File: src/rtl/ublock_inv_sbox_layer_pkg.sv
// Shared uBlock definitions: S-box tables, inverse-layer FSM states and beat-count helper.
package ublock_inv_sbox_layer_pkg;

  // Nibble i of each table holds S(i) / InvS(i) in bits [4i+3:4i].
  localparam logic [63:0] INV_SBOX_TABLE = 64'h8963_4527_0BF1_DEAC;
  localparam logic [63:0] FWD_SBOX_TABLE = 64'h5230_61EF_8DAB_C947;

  typedef enum logic [1:0] {
    IDLE = 2'd0,
    RUN  = 2'd1,
    DONE = 2'd2
  } state_e;

  function automatic int unsigned beats(input int unsigned width, input int unsigned lanes);
    return width / (4 * lanes);
  endfunction

endpackage

File: src/rtl/ublock_inv_sbox.sv
// 4-bit combinational uBlock inverse S-box; table form, a stand-in for a future gate-level netlist.
module ublock_inv_sbox
  import ublock_inv_sbox_layer_pkg::*;
(
  input  logic [3:0] i_nibble,
  output logic [3:0] o_nibble_c
);

  logic [5:0] w_idx;

  assign w_idx      = {i_nibble, 2'b00};
  assign o_nibble_c = INV_SBOX_TABLE[w_idx +: 4];

endmodule

File: src/rtl/ublock_inv_sbox_layer.sv
// Serial inverse S-box layer: loads a state, substitutes LANES nibbles per beat while
// rotating the state right, then presents the result until downstream takes it.
module ublock_inv_sbox_layer
  import ublock_inv_sbox_layer_pkg::*;
#(
  parameter int unsigned WIDTH = 128,
  parameter int unsigned LANES = 8
) (
  input  logic             clk,
  input  logic             rst,
  input  logic             in_valid,
  output logic             in_ready,
  input  logic [WIDTH-1:0] in_data,
  output logic             out_valid,
  input  logic             out_ready,
  output logic [WIDTH-1:0] out_data
);

  localparam int unsigned BEATS   = beats(WIDTH, LANES);
  localparam int unsigned CNT_W   = (BEATS > 1) ? $clog2(BEATS) : 1;
  localparam int unsigned SLICE_W = 4 * LANES;
  localparam logic [CNT_W-1:0] LAST_BEAT = CNT_W'(BEATS - 1);

  state_e             r_state;
  state_e             w_state_nxt;
  logic [WIDTH-1:0]   r_shift;
  logic [WIDTH-1:0]   w_shift_nxt;
  logic [WIDTH-1:0]   w_rot;
  logic [CNT_W-1:0]   r_cnt;
  logic [CNT_W-1:0]   w_cnt_nxt;
  logic [SLICE_W-1:0] w_sub;

  // Inverse S-box lanes on the low slice of the shift register.
  for (genvar l = 0; l < int'(LANES); l++) begin : g_lane
    ublock_inv_sbox u_inv_sbox (
      .i_nibble   (r_shift[4*l +: 4]),
      .o_nibble_c (w_sub[4*l +: 4])
    );
  end

  // Substituted slice re-enters at the top so nibbles land back in place after BEATS shifts.
  if (BEATS == 1) begin : g_rot_full
    assign w_rot = w_sub;
  end else begin : g_rot_shift
    assign w_rot = {w_sub, r_shift[WIDTH-1:SLICE_W]};
  end

  assign in_ready  = (r_state == IDLE);
  assign out_valid = (r_state == DONE);
  assign out_data  = r_shift;

  always_ff @(posedge clk or posedge rst) begin
    if (rst) begin
      r_state <= IDLE;
      r_shift <= '0;
      r_cnt   <= '0;
    end else begin
      r_state <= w_state_nxt;
      r_shift <= w_shift_nxt;
      r_cnt   <= w_cnt_nxt;
    end
  end

  always_comb begin
    w_state_nxt = r_state;
    w_shift_nxt = r_shift;
    w_cnt_nxt   = r_cnt;
    case (r_state)
      IDLE: begin
        if (in_valid) begin
          w_shift_nxt = in_data;
          w_cnt_nxt   = '0;
          w_state_nxt = RUN;
        end
      end
      RUN: begin
        w_shift_nxt = w_rot;
        if (r_cnt == LAST_BEAT) begin
          w_state_nxt = DONE;
        end else begin
          w_cnt_nxt = r_cnt + CNT_W'(1);
        end
      end
      DONE: begin
        if (out_ready) begin
          w_state_nxt = IDLE;
        end
      end
      default: begin
        w_state_nxt = IDLE;
      end
    endcase
  end

endmodule

File: config.mk
export PLATFORM = sky130hd
export DESIGN_NAME = ublock_inv_sbox_layer
export DESIGN_NICKNAME = d
export VERILOG_FILES = /design/src/rtl/ublock_inv_sbox_layer_pkg.sv /design/src/rtl/ublock_inv_sbox.sv /design/src/rtl/ublock_inv_sbox_layer.sv
export SDC_FILE = /design/constraint.sdc
export NUM_CORES = 1
export LEC_CHECK = 0
export ABC_AREA = 0
export CORE_AREA = 3 3 145 147
export DETAILED_ROUTE_END_ITERATION = 12
export DIE_AREA = 0 0 148 150
export DONT_BUFFER_PORTS = 1
export GPL_TIMING_DRIVEN = 0
export PLACE_DENSITY_LB_ADDON = 0.12
export SETUP_SLACK_MARGIN = 0.02
export SKIP_LAST_GASP = 1
export SLEW_MARGIN = 25
export SYNTH_ARGS = -nofsm -noshare
export SYNTH_HDL_FRONTEND = slang
export SYNTH_SLANG_ARGS = --single-unit
File: constraint.sdc
create_clock -name clk -period 4.6 [get_ports clk]
set_clock_uncertainty 0.05 [all_clocks]
set_input_delay 0.92 -clock clk [delete_from_list [all_inputs] [get_ports clk]]
set_output_delay 0.92 -clock clk [all_outputs]
set_load 0.05 [all_outputs]
==> results of run 1 <==
## registers in the layout, summed over array words and instances (netlist names)
register  flops
out_data    128
r_cnt         2
r_state       2
## Yosys cell counts (7+ instances only)
cell type	n	area share
ha_1	45	0.079
a32oi_1	14	0.017
inv_1	18	0.0095
dfrtp_1	132	0.47
a31oi_1	106	0.094
nor2_1	107	0.057
o311ai_0	7	0.0087
nor2b_1	19	0.017
buf_2	37	0.026
nand2b_1	27	0.024
o21ai_0	17	0.012
nand2_1	220	0.12
## routing by layer
layer  vias to the layer above  global-route usage  wire (um)
met5                         -                   0          0
met4                         0              0.0637        320
met3                        26              0.0712       2310
met2                       299               0.401      13100
met1                      3139               0.304      11200
li1                       2819                   -          -
## worst reg2reg max path, delay by kind of cell (launching register included)
family / cells / cell delay, ps
buffers and inverters: 1 / 200
and+or+nand+nor: 1 / 460
adders and majority gates: 1 / 230
AOI/OAI and AO/OA: 2 / 250
DFF: 1 / 790
## per-stage QoR
stage	area (um2)	instances	hold WS (ps)
after CTS	8070	1117	343
after global placement	7420	1084	456
after floorplan	7090	814	443
after global routing	8080	1117	359
final	8080	1117	323
after detailed placement	7460	1085	468
## layout make-up
class                           count  share of cell area
Buffer                             55              0.0397
Clock buffer                       24              0.0609
Clock inverter                      8              0.0152
Inverter                           18             0.00930
Multi-Input combinational cell    609               0.421
Sequential cell                   132               0.409
Tap cell                          270              0.0418
Timing Repair Buffer                1             0.00341
## logic make-up (layout without fill, tap and decap cells)
group	after synthesis	in the layout	share of synthesized area
simple gates	392	392	0.235
compound gates	170	170	0.162
flops	132	132	0.466
buf+inv	73	106	0.0547
fa+ha+maj	45	45	0.0795
mux	2	2	0.00318
## worst max-delay path by stage
stage	slack, ps	cells past startpoint	startpoint	to
finish	1250	3	r_state[1]	in_ready
global route	1110	3	r_state[1]	in_ready
CTS	1220	3	r_state[1]	in_ready
detailed placement	1670	3	r_state[1]	in_ready
global placement	-1580	1	rst	out_data[33]
floorplan	100	1	rst	out_data[0]
==> impl_metrics.csv, run 1 <==
group,metric,value,unit
status,outcome,"finished clean",
floorplanning,fp-row-count,52,
clocking,cts-resized-gates,0,
timing,fmax,299,MHz
yosys,syn_avg_cell_area,8.70,um2
floorplanning,die_h,150,um
flow_run,maxCapViolCount,0,
setup_path,path_cells,"clkbuf_1 -> clkbuf_1 -> nor2_1",
detailed_routing,drc,0,
floorplanning,start_util,0.354,
setup_path,path_max_fanout,10,
layout,num-fill-cells,2066,
placement,gp_congestion,0.762,
detailed_routing,wl_per_cell,24.2,um
yosys,synth-edff-count,0,
setup_path,r2r_setup_slack,2490,ps
hold_path,hold_class,"input pin to asynchronous set/reset pin",
floorplanning,pin_count,262,
timing,timing.slew.headroom,0.334,
clocking,cts_made_buffers,17,
layout,final_cell_mix,"nand2_1, dfrtp_1, nor2_1",
detailed_routing,vias_per_cell,5.62,
setup_path,start_kind,"register",
yosys,yosysWarnings,0,
floorplanning,dieWidth,148,um
setup_path,reg2reg_to,"out_data[112]",
grt,antenna_found_initial,0,
grt,grt_usage,0.240,
layout,utilization,0.403,
grt,grt_max_degree,68,
detailed_routing,wirelength,27000,um
grt,grt_remaining_overflow,0,
detailed_routing,drt-pass1-iter-count,5,
timing,rsz0062_at_grt,"false",
placement,pre_cts_slack,1670,ps
setup_path,crit_family,"simple AND/OR/NAND/NOR gates",
clocking,clock_path_buffers,2,
yosys,synth_area,7090,um2
floorplanning,core-area,20000,um2
timing,report.final.setup_viol,0,
timing,finalCritPeriodShare,0.727,
setup_path,ff2ff_path_depth,5,
setup_path,critPathArrivalTime,2380,ps
setup_path,max_stage_delay,840,ps
setup_path,cp_slowest_cell,"nor2_1",
timing,tightest_slew,996,ps
timing,finalMaxSlewViolations,0,
grt,grt_first_pass_wirelength,40100,um
placement,dp_hpwl,19600,um
clocking,clock-sinks,132,
setup_path,cp_common_cell,"clkbuf_1",
layout,layout.nets,1011,
timing,post-route-min-period,3350,ps
layout,drive_above_1_share,0.115,
placement,port_buffers,0,
setup_path,required,3630,ps
yosys,syn_inst,814,
yosys,yosysSeqAreaShare,0.466,
clocking,cts_max_level,4,
clocking,cts_root_buf,"clkbuf_16",
yosys,async_reset_ff_frac,1.00,
detailed_routing,drt_iter0_markers,349,
timing,layout_setup_ws,1250,ps
clocking,cts_tree,"built",
setup_path,r2r_start,"out_data[17]",
layout,multiInputGateArea,3400,um2
setup_path,worst-path-buf-inv,2,
setup_path,end_kind,"primary output",
clocking,clkLatencyLatePin,420,ps
yosys,ys_types,33,
layout,final_common_cell,"nand2_1",
clocking,clkTransAtPathRegs,60,ps
floorplanning,die_area,22200,um2
timing,tns,0,ps
grt,grt_pass1_vias,6477,
detailed_routing,num_vias,6283,
yosys,ys_ff_latch,132,
yosys,synthFlopType,"dfrtp_1",
layout,antennaDiodeCount,0,
setup_path,crit_type,"register to primary output",
layout,area_delta_synth_final,14.0,%
clocking,post-cts-setup-buffers,0,
clocking,cts.hold.buffers_added,0,
yosys,synth_nets,991,
timing,hold_violations,0,
detailed_routing,detail-route-antenna-nets,0,
layout,final-seq-area,3300,um2
Power of run 1 is not shown: default switching activity piles up to over one toggle a cycle in this logic, so the estimate is an artifact.
==> run 2, diff against run 1 <==
==> constraint.sdc (replaced) <==
create_clock -name clk -period 2.95 [get_ports clk]
set_clock_uncertainty 0.05 [all_clocks]
set_input_delay 0.59 -clock clk [delete_from_list [all_inputs] [get_ports clk]]
set_output_delay 0.59 -clock clk [all_outputs]
set_load 0.05 [all_outputs]
==> run 2 against run 1 <==
Wire length grew 0.48%. Clock-buffer cell count shrank 4. First-iteration DRC count grew 4.0%. Sequential share of layout area shrank 0.16 points. Non-clock buffer count grew 4. Worst hold slack lost 290 ps. Worst setup slack lost 1000 ps.
==> impl_metrics.csv, run 2 (synthesis gave the netlist of run 1 again) <==
group,metric,value,unit
floorplanning,die_h,150,um
layout,multiInputGateArea,3400,um2
clocking,clock-sinks,132,
layout,largest_reg_flops,128,
clocking,cts_made_buffers,17,
layout,stdcell_area,8110,um2
grt,grt_first_pass_wirelength,39600,um
hold_path,hold_class,"input pin to asynchronous set/reset pin",
floorplanning,pin_count,262,
placement,gp_congestion,0.777,
timing,rsz0062_at_grt,"false",
floorplanning,core-area,20000,um2
clocking,cts_root_buf,"clkbuf_16",
timing,timing.slew.headroom,0.355,
grt,antenna_found_initial,0,
setup_path,reg2reg_to,"out_data[116]",
timing,tightest_slew,963,ps
layout,final-seq-area,3300,um2
setup_path,r2r_start,"out_data[21]",
timing,hold_ws,28.8,ps
clocking,cts.hold.buffers_added,0,
grt,grt_remaining_overflow,0,
detailed_routing,wirelength,27100,um
placement,port_buffers,0,
timing,fmax,367,MHz
setup_path,start_kind,"register",
layout,num-fill-cells,2101,
clocking,cts_max_level,4,
setup_path,ff2ff_path_depth,5,
setup_path,crit_type,"register to primary output",
setup_path,critPathArrivalTime,2080,ps
timing,finalMaxSlewViolations,0,
floorplanning,die_area,22200,um2
layout,stdcell_count,1120,
placement,post_dp_cell_area,7540,um2
timing,post-route-min-period,2720,ps
grt,grt_max_degree,29,
detailed_routing,drt_iter0_markers,363,
placement,dp_hpwl,19900,um
placement,pre_cts_slack,274,ps
clocking,clock_path_buffers,2,
detailed_routing,num_vias,6268,
floorplanning,fp-row-count,52,
grt,grt_pass1_vias,6204,
layout,area_delta_synth_final,14.4,%
detailed_routing,vias_per_cell,5.60,
clocking,cts_tree,"built",
timing,report.final.setup_viol,0,
setup_path,r2r_setup_slack,830,ps
setup_path,required,2310,ps
flow_run,maxCapViolCount,0,
setup_path,path_max_fanout,10,
timing,layout_setup_ws,227,ps
layout,final_common_cell,"nand2_1",
detailed_routing,wl_per_cell,24.2,um
layout,drive_above_1_share,0.120,
layout,final_cell_mix,"nand2_1, dfrtp_1, nor2_1, a31oi_1, ha_1",
detailed_routing,drt-pass1-iter-count,5,
placement,dp_cells,1089,
layout,layout.nets,1015,
timing,hold_violations,0,
clocking,clkLatencyLatePin,420,ps
detailed_routing,drc,0,
floorplanning,dieWidth,148,um
grt,grt_usage,0.238,
clocking,clkTransAtPathRegs,60,ps
setup_path,end_kind,"primary output",
detailed_routing,detail-route-antenna-nets,0,
status,outcome,"finished clean",
timing,finalCritPeriodShare,0.923,
floorplanning,start_util,0.354,
## run 2: critical path, stage by stage (launching register included)
cell,delay (ps)
dfrtp_1,420
clkbuf_1,320
clkbuf_2,360
nor2_2,560
## run 2: metal layers
| layer | global-route usage | routed length, um | vias up |
|---|---|---|---|
| li1 | - | - | 2828 |
| met1 | 0.307 | 11400 | 3122 |
| met2 | 0.391 | 12900 | 294 |
| met3 | 0.0709 | 2420 | 24 |
| met4 | 0.0665 | 384 | 0 |
| met5 | 0 | 0 | - |
## run 2: cell type report
type	count	share of cell area
inverters	18	0.00880
plain buffers	55	0.0397
diodes	1	0.000309
flip-flops and latches	132	0.407
multi-input cells	609	0.419
clock buffers	20	0.0551
well taps	270	0.0417
clock inverters	10	0.0136
repair buffers	5	0.0142
## run 2: timing repair
| action | CTS | global route |
|---|---|---|
| buffers inserted | 0 | 0 |
| setup endpoints to repair | 2 | 1 |
| resized for setup | 2 | 2 |
## run 2: worst max-delay path by stage
| stage | from | to | slack (ps) | cells after the start |
|---|---|---|---|---|
| after floorplan | rst | out_data[0] | 670 | 1 |
| after global placement | rst | out_data[66] | -190 | 1 |
| after detailed placement | r_state[1] | in_ready | 270 | 3 |
| after CTS | r_state[1] | in_ready | -10 | 3 |
| after global routing | r_state[1] | in_ready | 110 | 3 |
| final | r_state[1] | in_ready | 230 | 3 |
## run 2: metrics by stage
stage / utilization / TNS [ps]
final: 0.405 / 0
after global routing: 0.404 / 0
after CTS: 0.404 / -10.3
after detailed placement: 0.376 / 0
after global placement: 0.371 / -23510
after floorplan: - / 0
Power of run 2 is left out for the same reason.
